===== src/rtl/inbound_cmd_dispatch_pkg.sv =====
// inbound_cmd_dispatch_pkg: register map, STATUS/command-word field positions, dispatcher states.
// Rev 1.0
`default_nettype none

package inbound_cmd_dispatch_pkg;

  localparam logic [2:0] OFF_ADDR_LO  = 3'd0;
  localparam logic [2:0] OFF_ADDR_HI  = 3'd1;
  localparam logic [2:0] OFF_LEN      = 3'd2;
  localparam logic [2:0] OFF_DOORBELL = 3'd3;
  localparam logic [2:0] OFF_STATUS   = 3'd4;

  localparam logic [31:0] ADDR_LO_MASK = 32'hFFFF_FFFC;
  localparam logic [31:0] LEN_MASK     = 32'h00FF_FFFF;

  localparam int STATUS_PEND_BIT = 31;

  localparam int CMD_CH_LSB      = 120;
  localparam int CMD_LEN_LSB     = 64;
  localparam int CMD_ADDR_HI_LSB = 32;
  localparam int CMD_ADDR_LO_LSB = 0;

  typedef enum logic [1:0] {
    ST_IDLE = 2'd0,
    ST_ARB  = 2'd1,
    ST_PUSH = 2'd2
  } disp_state_e;

  function automatic logic [31:0] be_merge(input logic [31:0] old_v,
                                           input logic [31:0] new_v,
                                           input logic [3:0]  be);
    logic [31:0] r;
    r = old_v;
    for (int b = 0; b < 4; b++) begin
      if (be[b]) r[8*b +: 8] = new_v[8*b +: 8];
    end
    return r;
  endfunction

endpackage

`default_nettype wire


===== src/rtl/inbound_cmd_dispatch_rr_arbiter.sv =====
// rr_arbiter: round-robin one-hot grant, search starts one above the last accepted grant.
// Rev 1.0
`default_nettype none

module rr_arbiter
  import inbound_cmd_dispatch_pkg::*;
#(
  parameter int N = 4
) (
  input  logic         clk,
  input  logic         rst_n,
  input  logic [N-1:0] req_i,
  input  logic         accept_i,
  output logic [N-1:0] gnt_o
);

  localparam int PW = (N > 1) ? $clog2(N) : 1;

  logic [PW-1:0] ptr_q, ptr_d;
  int            idx;
  logic          found;

  always_comb begin
    gnt_o = '0;
    ptr_d = ptr_q;
    found = 1'b0;
    idx   = 0;
    for (int i = 1; i <= N; i++) begin
      idx = int'(ptr_q) + i;
      if (idx >= N) idx = idx - N;
      for (int j = 0; j < N; j++) begin
        if (!found && j == idx && req_i[j]) begin
          found    = 1'b1;
          gnt_o[j] = 1'b1;
          ptr_d    = PW'(j);
        end
      end
    end
  end

  // Pointer only moves when the grant is actually consumed.
  always_ff @(posedge clk or negedge rst_n) begin
    if (!rst_n) begin
      ptr_q <= PW'(N - 1);
    end else if (accept_i) begin
      ptr_q <= ptr_d;
    end
  end

endmodule

`default_nettype wire


===== src/rtl/inbound_cmd_dispatch.sv =====
// inbound_cmd_dispatch: per-channel DMA command registers with doorbells, dispatched round-robin into an upstream FIFO.
// Rev 1.0
`default_nettype none

module inbound_cmd_dispatch
  import inbound_cmd_dispatch_pkg::*;
#(
  parameter int NUM_CH    = 4,
  parameter int REG_WORDS = 64,
  parameter int CNT_W     = 8
) (
  input  logic                         clk,
  input  logic                         rst_n,
  input  logic                         wr_en_i,
  input  logic [$clog2(REG_WORDS)-1:0] wr_addr_i,
  input  logic [3:0]                   wr_be_i,
  input  logic [31:0]                  wr_data_i,
  output logic                         wr_busy_o,
  input  logic [$clog2(REG_WORDS)-1:0] rd_addr_i,
  output logic [31:0]                  rd_data_o,
  input  logic                         us_cmd_fifo_full_i,
  input  logic                         us_cmd_fifo_prog_full_i,
  output logic [127:0]                 us_cmd_fifo_din_o,
  output logic                         us_cmd_fifo_wr_en_o,
  output logic                         rx_np_ok_o
);

  disp_state_e       state_q, state_d;
  logic [31:0]       addr_lo_q [NUM_CH];
  logic [31:0]       addr_lo_d [NUM_CH];
  logic [31:0]       addr_hi_q [NUM_CH];
  logic [31:0]       addr_hi_d [NUM_CH];
  logic [31:0]       len_q     [NUM_CH];
  logic [31:0]       len_d     [NUM_CH];
  logic [31:0]       sh_lo_q   [NUM_CH];
  logic [31:0]       sh_hi_q   [NUM_CH];
  logic [31:0]       sh_len_q  [NUM_CH];
  logic [CNT_W-1:0]  issued_q  [NUM_CH];
  logic [CNT_W-1:0]  issued_d  [NUM_CH];
  logic [NUM_CH-1:0] pending_q, pending_d, ring, gnt;
  logic [7:0]        gnt_ch_q, gnt_ch;
  logic              arb_accept, wr_accept, rx_np_ok_q;
  logic [31:0]       rd_data_q, rd_data_d;
  int                wr_ch, rd_ch;
  logic [2:0]        wr_off, rd_off;

  assign wr_ch      = int'(wr_addr_i) >> 3;
  assign wr_off     = wr_addr_i[2:0];
  assign rd_ch      = int'(rd_addr_i) >> 3;
  assign rd_off     = rd_addr_i[2:0];
  assign wr_accept  = wr_en_i & ~wr_busy_o;
  assign arb_accept = (state_q == ST_ARB) & ~us_cmd_fifo_full_i;
  assign rd_data_o  = rd_data_q;
  assign rx_np_ok_o = rx_np_ok_q;

  always_comb begin
    wr_busy_o = 1'b0;
    for (int c = 0; c < NUM_CH; c++) begin
      if (wr_ch == c && wr_off == OFF_DOORBELL && pending_q[c]) wr_busy_o = 1'b1;
    end
  end

  // A channel being pushed still has its pending bit set, so its doorbell stays busy through PUSH.
  always_comb begin
    addr_lo_d = addr_lo_q;
    addr_hi_d = addr_hi_q;
    len_d     = len_q;
    issued_d  = issued_q;
    pending_d = pending_q;
    ring      = '0;
    for (int c = 0; c < NUM_CH; c++) begin
      if (wr_accept && wr_ch == c) begin
        case (wr_off)
          OFF_ADDR_LO:  addr_lo_d[c] = be_merge(addr_lo_q[c], wr_data_i, wr_be_i) & ADDR_LO_MASK;
          OFF_ADDR_HI:  addr_hi_d[c] = be_merge(addr_hi_q[c], wr_data_i, wr_be_i);
          OFF_LEN:      len_d[c]     = be_merge(len_q[c], wr_data_i, wr_be_i) & LEN_MASK;
          OFF_DOORBELL: ring[c]      = wr_data_i[0] & wr_be_i[0];
          default:      ;
        endcase
      end
      if (ring[c]) pending_d[c] = 1'b1;
      if (state_q == ST_PUSH && int'(gnt_ch_q) == c) begin
        pending_d[c] = 1'b0;
        issued_d[c]  = issued_q[c] + CNT_W'(1);
      end
    end
  end

  // Read mux works on next-state values so a same-edge write is visible.
  always_comb begin
    rd_data_d = '0;
    for (int c = 0; c < NUM_CH; c++) begin
      if (rd_ch == c) begin
        case (rd_off)
          OFF_ADDR_LO: rd_data_d = addr_lo_d[c];
          OFF_ADDR_HI: rd_data_d = addr_hi_d[c];
          OFF_LEN:     rd_data_d = len_d[c];
          OFF_STATUS: begin
            rd_data_d[CNT_W-1:0]       = issued_d[c];
            rd_data_d[STATUS_PEND_BIT] = pending_d[c];
          end
          default:     rd_data_d = '0;
        endcase
      end
    end
  end

  rr_arbiter #(
    .N (NUM_CH)
  ) u_rr_arbiter (
    .clk      (clk),
    .rst_n    (rst_n),
    .req_i    (pending_q),
    .accept_i (arb_accept),
    .gnt_o    (gnt)
  );

  always_comb begin
    gnt_ch = '0;
    for (int c = 0; c < NUM_CH; c++) begin
      if (gnt[c]) gnt_ch = 8'(c);
    end
  end

  always_comb begin
    state_d = state_q;
    case (state_q)
      ST_IDLE: if (|pending_q && !us_cmd_fifo_full_i) state_d = ST_ARB;
      ST_ARB:  state_d = us_cmd_fifo_full_i ? ST_IDLE : ST_PUSH;
      ST_PUSH: state_d = ST_IDLE;
      default: state_d = ST_IDLE;
    endcase
  end

  always_comb begin
    us_cmd_fifo_wr_en_o = (state_q == ST_PUSH);
    us_cmd_fifo_din_o   = '0;
    for (int c = 0; c < NUM_CH; c++) begin
      if (state_q == ST_PUSH && int'(gnt_ch_q) == c) begin
        us_cmd_fifo_din_o[CMD_CH_LSB +: 8]       = gnt_ch_q;
        us_cmd_fifo_din_o[CMD_LEN_LSB +: 32]     = sh_len_q[c];
        us_cmd_fifo_din_o[CMD_ADDR_HI_LSB +: 32] = sh_hi_q[c];
        us_cmd_fifo_din_o[CMD_ADDR_LO_LSB +: 32] = sh_lo_q[c];
      end
    end
  end

  always_ff @(posedge clk or negedge rst_n) begin
    if (!rst_n) begin
      state_q    <= ST_IDLE;
      gnt_ch_q   <= '0;
      pending_q  <= '0;
      rd_data_q  <= '0;
      rx_np_ok_q <= 1'b0;
      for (int c = 0; c < NUM_CH; c++) begin
        addr_lo_q[c] <= '0;
        addr_hi_q[c] <= '0;
        len_q[c]     <= '0;
        sh_lo_q[c]   <= '0;
        sh_hi_q[c]   <= '0;
        sh_len_q[c]  <= '0;
        issued_q[c]  <= '0;
      end
    end else begin
      state_q    <= state_d;
      pending_q  <= pending_d;
      rd_data_q  <= rd_data_d;
      rx_np_ok_q <= ~(us_cmd_fifo_prog_full_i | (&pending_q));
      if (arb_accept) gnt_ch_q <= gnt_ch;
      for (int c = 0; c < NUM_CH; c++) begin
        addr_lo_q[c] <= addr_lo_d[c];
        addr_hi_q[c] <= addr_hi_d[c];
        len_q[c]     <= len_d[c];
        issued_q[c]  <= issued_d[c];
        if (ring[c]) begin
          sh_lo_q[c]  <= addr_lo_q[c];
          sh_hi_q[c]  <= addr_hi_q[c];
          sh_len_q[c] <= len_q[c];
        end
      end
    end
  end

endmodule

`default_nettype wire


===== config.mk =====
export PLATFORM = sky130hd
export DESIGN_NAME = inbound_cmd_dispatch
export DESIGN_NICKNAME = d
export VERILOG_FILES = /design/src/rtl/inbound_cmd_dispatch_pkg.sv /design/src/rtl/inbound_cmd_dispatch_rr_arbiter.sv /design/src/rtl/inbound_cmd_dispatch.sv
export SDC_FILE = /design/constraint.sdc
export NUM_CORES = 1
export LEC_CHECK = 0
export ABC_CLOCK_PERIOD_IN_PS = 2650
export CELL_PAD_IN_SITES_DETAIL_PLACEMENT = 1
export CELL_PAD_IN_SITES_GLOBAL_PLACEMENT = 2
export CORE_UTILIZATION = 43
export CTS_CLUSTER_SIZE = 25
export DETAILED_ROUTE_END_ITERATION = 8
export GPL_TIMING_DRIVEN = 1
export HOLD_SLACK_MARGIN = 0.03
export PLACE_DENSITY_LB_ADDON = 0.2
export RECOVER_POWER = 100
export SLEW_MARGIN = 10
export SYNTH_ARGS = -nofsm -noshare
export SYNTH_HDL_FRONTEND = slang
export SYNTH_SLANG_ARGS = --single-unit

===== constraint.sdc =====
create_clock -name clk -period 2.65 [get_ports clk]
set_clock_uncertainty 0.05 [all_clocks]
set_input_delay 0.53 -clock clk [delete_from_list [all_inputs] [get_ports clk]]
set_output_delay 0.53 -clock clk [all_outputs]
set_load 0.03 [all_outputs]

==> results of run 1 <==
==> power groups by stage <==
| stage | Sequential [mW] | Combinational, mW | Clock, mW |
|---|---|---|---|
| final | 13.9 | 4.36 | 13.9 |
| after global routing | 14.0 | 4.61 | 14.6 |
| after CTS | 13.9 | 4.33 | 14.1 |
| after detailed placement | 14.1 | 3.46 | 0 |
| after global placement | 14.1 | 3.37 | 0 |
| after floorplan | 13.9 | 1.87 | 0 |
==> through the flow <==
step | area, um^2 | TNS, ps | total power [mW] | worst slack, ps
2_1_floorplan | 38400 | 0 | 15.8 | 30.1
3_3_place_gp | 44400 | -201860 | 17.5 | -689
3_5_place_dp | 44400 | -239350 | 17.6 | -747
4_1_cts | 49000 | -40620 | 32.3 | -487
5_1_grt | 49100 | -85150 | 33.2 | -472
6_report | 49100 | -34220 | 32.2 | -442
==> sequential cells by signal, indices dropped and copies added (netlist names) <==
| name | count |
|---|---|
| sh_len_q | 128 |
| sh_hi_q | 128 |
| rx_np_ok_o | 1 |
| issued_q | 32 |
| len_q | 128 |
| addr_hi_q | 128 |
| u_rr_arbiter.ptr_q | 2 |
| pending_q | 4 |
| state_q | 2 |
| gnt_ch_q | 2 |
| sh_lo_q | 128 |
| rd_data_o | 32 |
| addr_lo_q | 128 |
==> synth_stat cells (14+ instances only) <==
library cell	instances
o2111ai_1	16
nand2_1	146
a32oi_1	16
mux2_2	700
nand4_1	23
buf_4	44
and2_1	148
a21oi_1	33
a22oi_1	50
o21ai_0	19
a221o_1	15
mux2i_1	27
nand3_1	58
dfrtp_1	841
buf_2	73
nor2_1	25
a221oi_1	14
mux4_2	96
clkbuf_1	87
inv_1	34
nand2_2	14
xnor2_1	15
==> worst max path at each step <==
stage	startpoint	to	slack, ps
after floorplan	gnt_ch_q[0]	us_cmd_fifo_din_o[66]	30
after global placement	wr_addr_i[4]	rd_data_o[15]	-690
after detailed placement	wr_addr_i[3]	rd_data_o[31]	-750
after CTS	gnt_ch_q[0]	us_cmd_fifo_din_o[78]	-490
after global routing	gnt_ch_q[0]	us_cmd_fifo_din_o[46]	-470
final	gnt_ch_q[0]	us_cmd_fifo_din_o[60]	-440
==> cells in the final DEF (no fill, tap or decap), drive strengths merged, types with 7 or more instances in the layout <==
cell and n:
nand2 161, and2 148, inv 35, buf 500
clkinv 11, nand2b 8, o2111a 9, clkbuf 162
a211o 7, bufinv 11, nor2b 7, nor3 11
xnor2 15, mux4 96, clkdlybuf4s50 81, mux2i 27
a22oi 51, a22o 11, o211a 10, o31ai 8
xor2 9, conb 30, mux2 702, nand4 23
or3b 9, a21oi 33, a32oi 16, or2 8
nand3 70, a221o 15, o21ai 21, o2111ai 16
dfrtp 841, and4 12, nor2 26, a32o 9
a221oi 14, and3 10
==> worst register-to-register path, stage by stage, from the launching register on <==
cell and delay, ps:
dfrtp_4 560, buf_12 200, buf_12 140, buf_16 120, buf_4 100, buf_4 130
nand4bb_4 170, nor3_4 250, xor2_2 150, a221oi_2 330, a31oi_1 140, o211a_1 250
==> what timing repair did <==
action | CTS | global route
hold endpoints to repair | 26 | 0
buffers inserted | 23 | 7
hold buffers | 1 | 0
pin swaps | 26 | 80
setup endpoints to repair | 109 | 106
gates cloned | 10 | 3
gates resized for setup | 273 | 73
==> layer usage <==
metal | global-route usage [%] | up-vias
met2 | 48.3 | 705
met5 | 0 | -
li1 | - | 11037
met3 | 3.79 | 232
met4 | 9.43 | 6
met1 | 41.0 | 14301
==> cells by family after synthesis <==
logic type | after synthesis | share of synthesized area (%)
mux | 825 | 27.0
compound gates | 263 | 5.43
fa+ha+maj | 5 | 0.157
other cells | 1 | 0.00980
flops | 843 | 55.2
simple gates | 537 | 8.32
xor+xnor | 24 | 0.550
buf+inv | 254 | 3.33
==> final cells by class <==
class                   count  share of cell area (%)
inverters                  34                   0.275
flip-flops and latches    843                    43.0
well taps                1165                    2.97
clock buffers             145                    5.84
diodes                      2                  0.0102
clock inverters            23                   0.848
multi-input cells        1684                    33.7
repair buffers            601                    13.4
==> impl_metrics.tcl, run 1 <==
set metrics [dict create \
    yosys_register_bits 843 \
    number_of_placed_instances_with_taps_included 4289 \
    regToRegSetupSlack_ps -30 \
    clock_sinks 843 \
    rsz_0062_raised_after_global_routing "yes" \
    synth_top_area_share_pct 55.0 \
    hold_path_startpoint "us_cmd_fifo_prog_full_i" \
    required_worst_endpoint_ps 2070 \
    cts_tree "built" \
    finalHoldWorstSlack_ps 392 \
    timing.critical_path.cells "buf_12 > buf_12 > buf_16 > mux4_2 > and2_4 > buf_6" \
    postRouteAntennaNets 0 \
    clock-root-buffer "clkbuf_16" \
    violated_checks "setup timing" \
    clock_power_share_pct 43.2 \
    worst_ep_arrival_time_ps 2510 \
    critPathLaunchType "flip-flop" \
    grt_start_max_net_pins 119 \
    path_buf_inv 4 \
    power_per_cell_area_mw_per_mm2 655 \
    synthCells 2752 \
    ctsHtreeMaxLevel 3 \
    timing.hold.worst_endpoint "rx_np_ok_o" \
    stdcell_count 4497 \
    worstReg2RegEnd "rd_data_o[5]" \
    cell_with_the_largest_stage_delay_on_the_worst_path "dfrtp_4" \
    number_of_enable_flip_flop_cells_after_synthesis 0 \
    die_area_mm2 0.0901 \
    syn-mean-instance-area_um2 13.9 \
    outcome "finished with violations" \
    starting_density_of_the_core_pct 43.3 \
    setup_slack_ps -442 \
    crit_path_max_fanout 7 \
    route.vias.total 26281 \
    drt-pass1-iter-count 7 \
    kind_of_critical_path "reg -> out" \
    nNetsFinal 3314 \
    slew_headroom_pct 12.7 \
    synth_area_mm2 0.0382 \
    coreArea_mm2 0.0882 \
    cpPeakStageDelay_ps 560 \
    detail_route.wl_per_cell_um 29.3 \
    switching_component_of_the_power_mw 8.25 \
    number_of_setup_violations_in_the_final_report 113 \
    report.final.slew_viol_count 0 \
    period_needed_ps 3090 \
    gp_congestion 0.874 \
    synth_cell_types 91 \
    seqCellArea_mm2 0.0211 \
    initial_antenna_violation_count 5 \
    max_cap_violations 0 \
    ys.warnings.count 0 \
    cts-root-to-sink-buffers 3 \
    detail_route.vias_per_cell 5.84 \
    path_depth 6 \
    max_clock_freq_mhz 323 \
    reg2reg_from "gnt_ch_q[0]" \
    power.static_leakage_nw 23.7 \
    total_overflow_reported_by_the_global_router 0 \
    hpwlAfterDp_mm 88.2 \
    insertion_delay_ps 660 \
    fill_cell_count 8354 \
    dr_wl_met2_mm 63.9 \
    clock_slew_at_the_register_clock_pins_of_the_worst_setup_and_hold_paths_ps 60 \
    post_route_cells_drive_above_1_share_pct 49.8 \
    hold-path-cell-count 2 \
    placement_rows 109 \
    synth-async-reset-ratio_pct 100 \
    synth_area_leaders "dfrtp_1 55%, mux2_2 21%, mux4_2 5.7%, and2_1 2.4%, nand2_1 1.4%" \
    seq_area_frac_synth_pct 55.2 \
    timing_worst_slew_pin_value_ps 1310 \
    io-pin-count 216 \
    route.met3.wl_mm 6.02 \
    dr.first_iter.drc_count 1588 \
    reg2regPathDepth 11 \
    syn_to_final_growth_pct 28.5 \
    timing_hold_violations_final 0 \
    multi_input_area_mm2 0.0165 \
    power_frac_comb_pct 13.5 \
    globalRouteTotalUtil_pct 29.6 \
    grt_pass1_vias 29547 \
    synth_area_leader_cell "dfrtp_1" \
    drc 0 \
    switching_power_share_of_the_total_pct 25.6 \
    top_signal_layer_used "met5" \
    routed_wl_mm 132 \
    cts-buffers-inserted 93 \
    irDropWorstVdd_mv 0.510 \
    dieWidth_um 300 \
    final_util_pct 55.7 \
    grt_first_pass_wirelength_mm 198 \
    internal-power_mw 24.0 \
    p_seq_share_pct 43.2 \
    hold_path.class "in -> reg" \
    crit_end_category "output port" \
    wirelength_met1_mm 57.7 \
    port_buffers 185 \
    synth_flop_cell "dfrtp_1" \
    die_h_um 300 \
    post-route-period-util_pct 117 \
    top_family_by_delay_on_critical_path "buffers and inverters" \
    cpMostUsedCell "buf_12" \
]
Note: power is estimated with default switching activity, not from simulation.
==> run 2, diff against run 1 <==
- REMOVE_ABC_BUFFERS: unset -> 1
==> impl_metrics.tcl, run 2 (synthesized netlist as in run 1, its figures left out) <==
set metrics [dict create \
    timing_hold_violations_final 0 \
    report.final.slew_viol_count 49 \
    dr.first_iter.drc_count 1881 \
    kind_of_critical_path "reg -> out" \
    required_worst_endpoint_ps 2070 \
    number_of_placed_instances_with_taps_included 4322 \
    detail_route.vias_per_cell 5.81 \
    initial_antenna_violation_count 4 \
    post-route-period-util_pct 120 \
    grt_pass1_vias 29120 \
    crit_path_max_fanout 7 \
    finalHoldWorstSlack_ps 436 \
    final.setup.tns_ps -45480 \
    mostFrequentLayoutCells "839 x dfrtp_1, 686 x mux2_2, 321 x buf_4, 148 x nand2_1, 96 x mux4_2" \
    dieWidth_um 300 \
    detail_route.wl_per_cell_um 28.6 \
    crit_end_category "output port" \
    mostFrequentLayoutCell "dfrtp_1" \
    worstReg2RegEnd "rd_data_o[1]" \
    rsz_0062_raised_after_global_routing "yes" \
    reg2regPathDepth 8 \
    routed_wl_mm 129 \
    post_route_cells_drive_above_1_share_pct 47.5 \
    port_buffers 185 \
    gp_congestion 0.901 \
    post-place-ws_ps -652 \
    setup.worst_path.end "us_cmd_fifo_din_o[55]" \
    final_area_mm2 0.0485 \
    power_per_cell_area_mw_per_mm2 637 \
    clock_slew_at_the_register_clock_pins_of_the_worst_setup_and_hold_paths_ps 60 \
    power.static_leakage_nw 23.5 \
    max_clock_freq_mhz 314 \
    die_area_mm2 0.0901 \
    cts-root-to-sink-buffers 3 \
    total_overflow_reported_by_the_global_router 0 \
    start_point_of_the_critical_path "gnt_ch_q[0]" \
    insertion_delay_ps 660 \
    coreArea_mm2 0.0882 \
    stdcell_count 4519 \
    irDropWorstVdd_mv 0.500 \
    timing_worst_slew_pin_value_ps 1660 \
    postRouteAntennaNets 0 \
    critPathLaunchType "flip-flop" \
    io-pin-count 216 \
    placement_rows 109 \
    ctsHtreeMaxLevel 3 \
    route.vias.total 26258 \
    max_cap_violations 1 \
    hold_path.class "reg -> reg" \
    nNetsFinal 3335 \
    grt_start_max_net_pins 102 \
    setup_slack_ps -531 \
    post_dp_cell_area_mm2 0.0448 \
    grt_first_pass_wirelength_mm 196 \
    syn_to_final_growth_pct 26.9 \
    drc 0 \
    clock_sinks 843 \
    slew_headroom_pct -10.6 \
    starting_density_of_the_core_pct 43.3 \
    hpwlAfterDp_mm 90.2 \
    drt-pass1-iter-count 5 \
    cts_tree "built" \
    violated_checks "capacitance limit, slew limit, setup timing" \
    period_needed_ps 3180 \
    outcome "finished with violations" \
    die_h_um 300 \
    cts-buffers-inserted 92 \
    reg2reg_from "gnt_ch_q[0]" \
    clock-root-buffer "clkbuf_16" \
    number_of_setup_violations_in_the_final_report 129 \
    regToRegSetupSlack_ps -90 \
    globalRouteTotalUtil_pct 29.2 \
    worst_ep_arrival_time_ps 2600 \
]
[run 2: cell count changes in the layout (fill, tap and decap cells not counted), sizes merged]
| cell | before | now |
|---|---|---|
| buf | 500 | 509 |
| bufinv | 11 | 3 |
| clkbuf | 162 | 173 |
| clkdlybuf4s50 | 81 | 79 |
| clkinv | 11 | 13 |
| clkinvlp | 0 | 2 |
| diode | 2 | 1 |
| dlygate4sd2 | 1 | 6 |
| dlygate4sd3 | 1 | 2 |
| dlymetal6s2s | 0 | 2 |
| inv | 35 | 36 |
[run 2: per-layer routing]
metal | up-vias | track usage [%] | part of all wire [%]
met5 | - | 0 | 0.028
met4 | 6 | 8.09 | 2.6
met3 | 197 | 4.34 | 4.7
met2 | 736 | 47.0 | 48
met1 | 14217 | 41.2 | 45
li1 | 11102 | - | -
[run 2: how the worst min path moves through the flow]
stage,startpoint,endpoint,slack (ps),depth (start not counted)
floorplan,rst_n,addr_hi_q[0],180,0
global placement,issued_q[23],issued_q[23],410,1
global route,us_cmd_fifo_full_i,state_q[0],450,2
CTS,rst_n,sh_lo_q[125],380,2
detailed placement,issued_q[23],issued_q[23],430,1
finish,issued_q[23],issued_q[23],440,1
[run 2: critical path, cell delays in order (launching register included)]
cell and delay (ps):
dfrtp_4 560, buf_12 150, buf_16 160, buf_16 160, mux4_2 580, and2_4 200
buf_6 130
[run 2: per-stage QoR]
stage          utilization [%]  power [mW]
6_report                  55.0        30.9
5_1_grt                   55.0        31.9
4_1_cts                   55.2        31.2
3_5_place_dp              50.7        17.6
3_3_place_gp              50.7        17.5
2_1_floorplan                -        15.7
[run 2: repair_timing]
item	in CTS	in global routing
gates cloned	6	1
pin swaps	16	7
hold buffers	1	0
endpoints found under the hold margin	32	0
setup endpoints to repair	105	108
resized for setup	218	21
buffers inserted	18	5
[run 2: layout make-up]
type	instances	area, um^2
fillers	8549	39700
flip-flops and latches	843	21100
multi-input cells	1684	16300
repair buffers	623	6510
clock buffers	149	2820
well taps	1165	1460
clock inverters	20	214
inverters	34	135
diodes	1	2.50
[run 2: power breakdown]
part           internal, mW  switching [mW]
Clock                  7.56            5.39
Combinational          1.83            2.18
Sequential             13.5           0.469
Total                  22.9            8.04
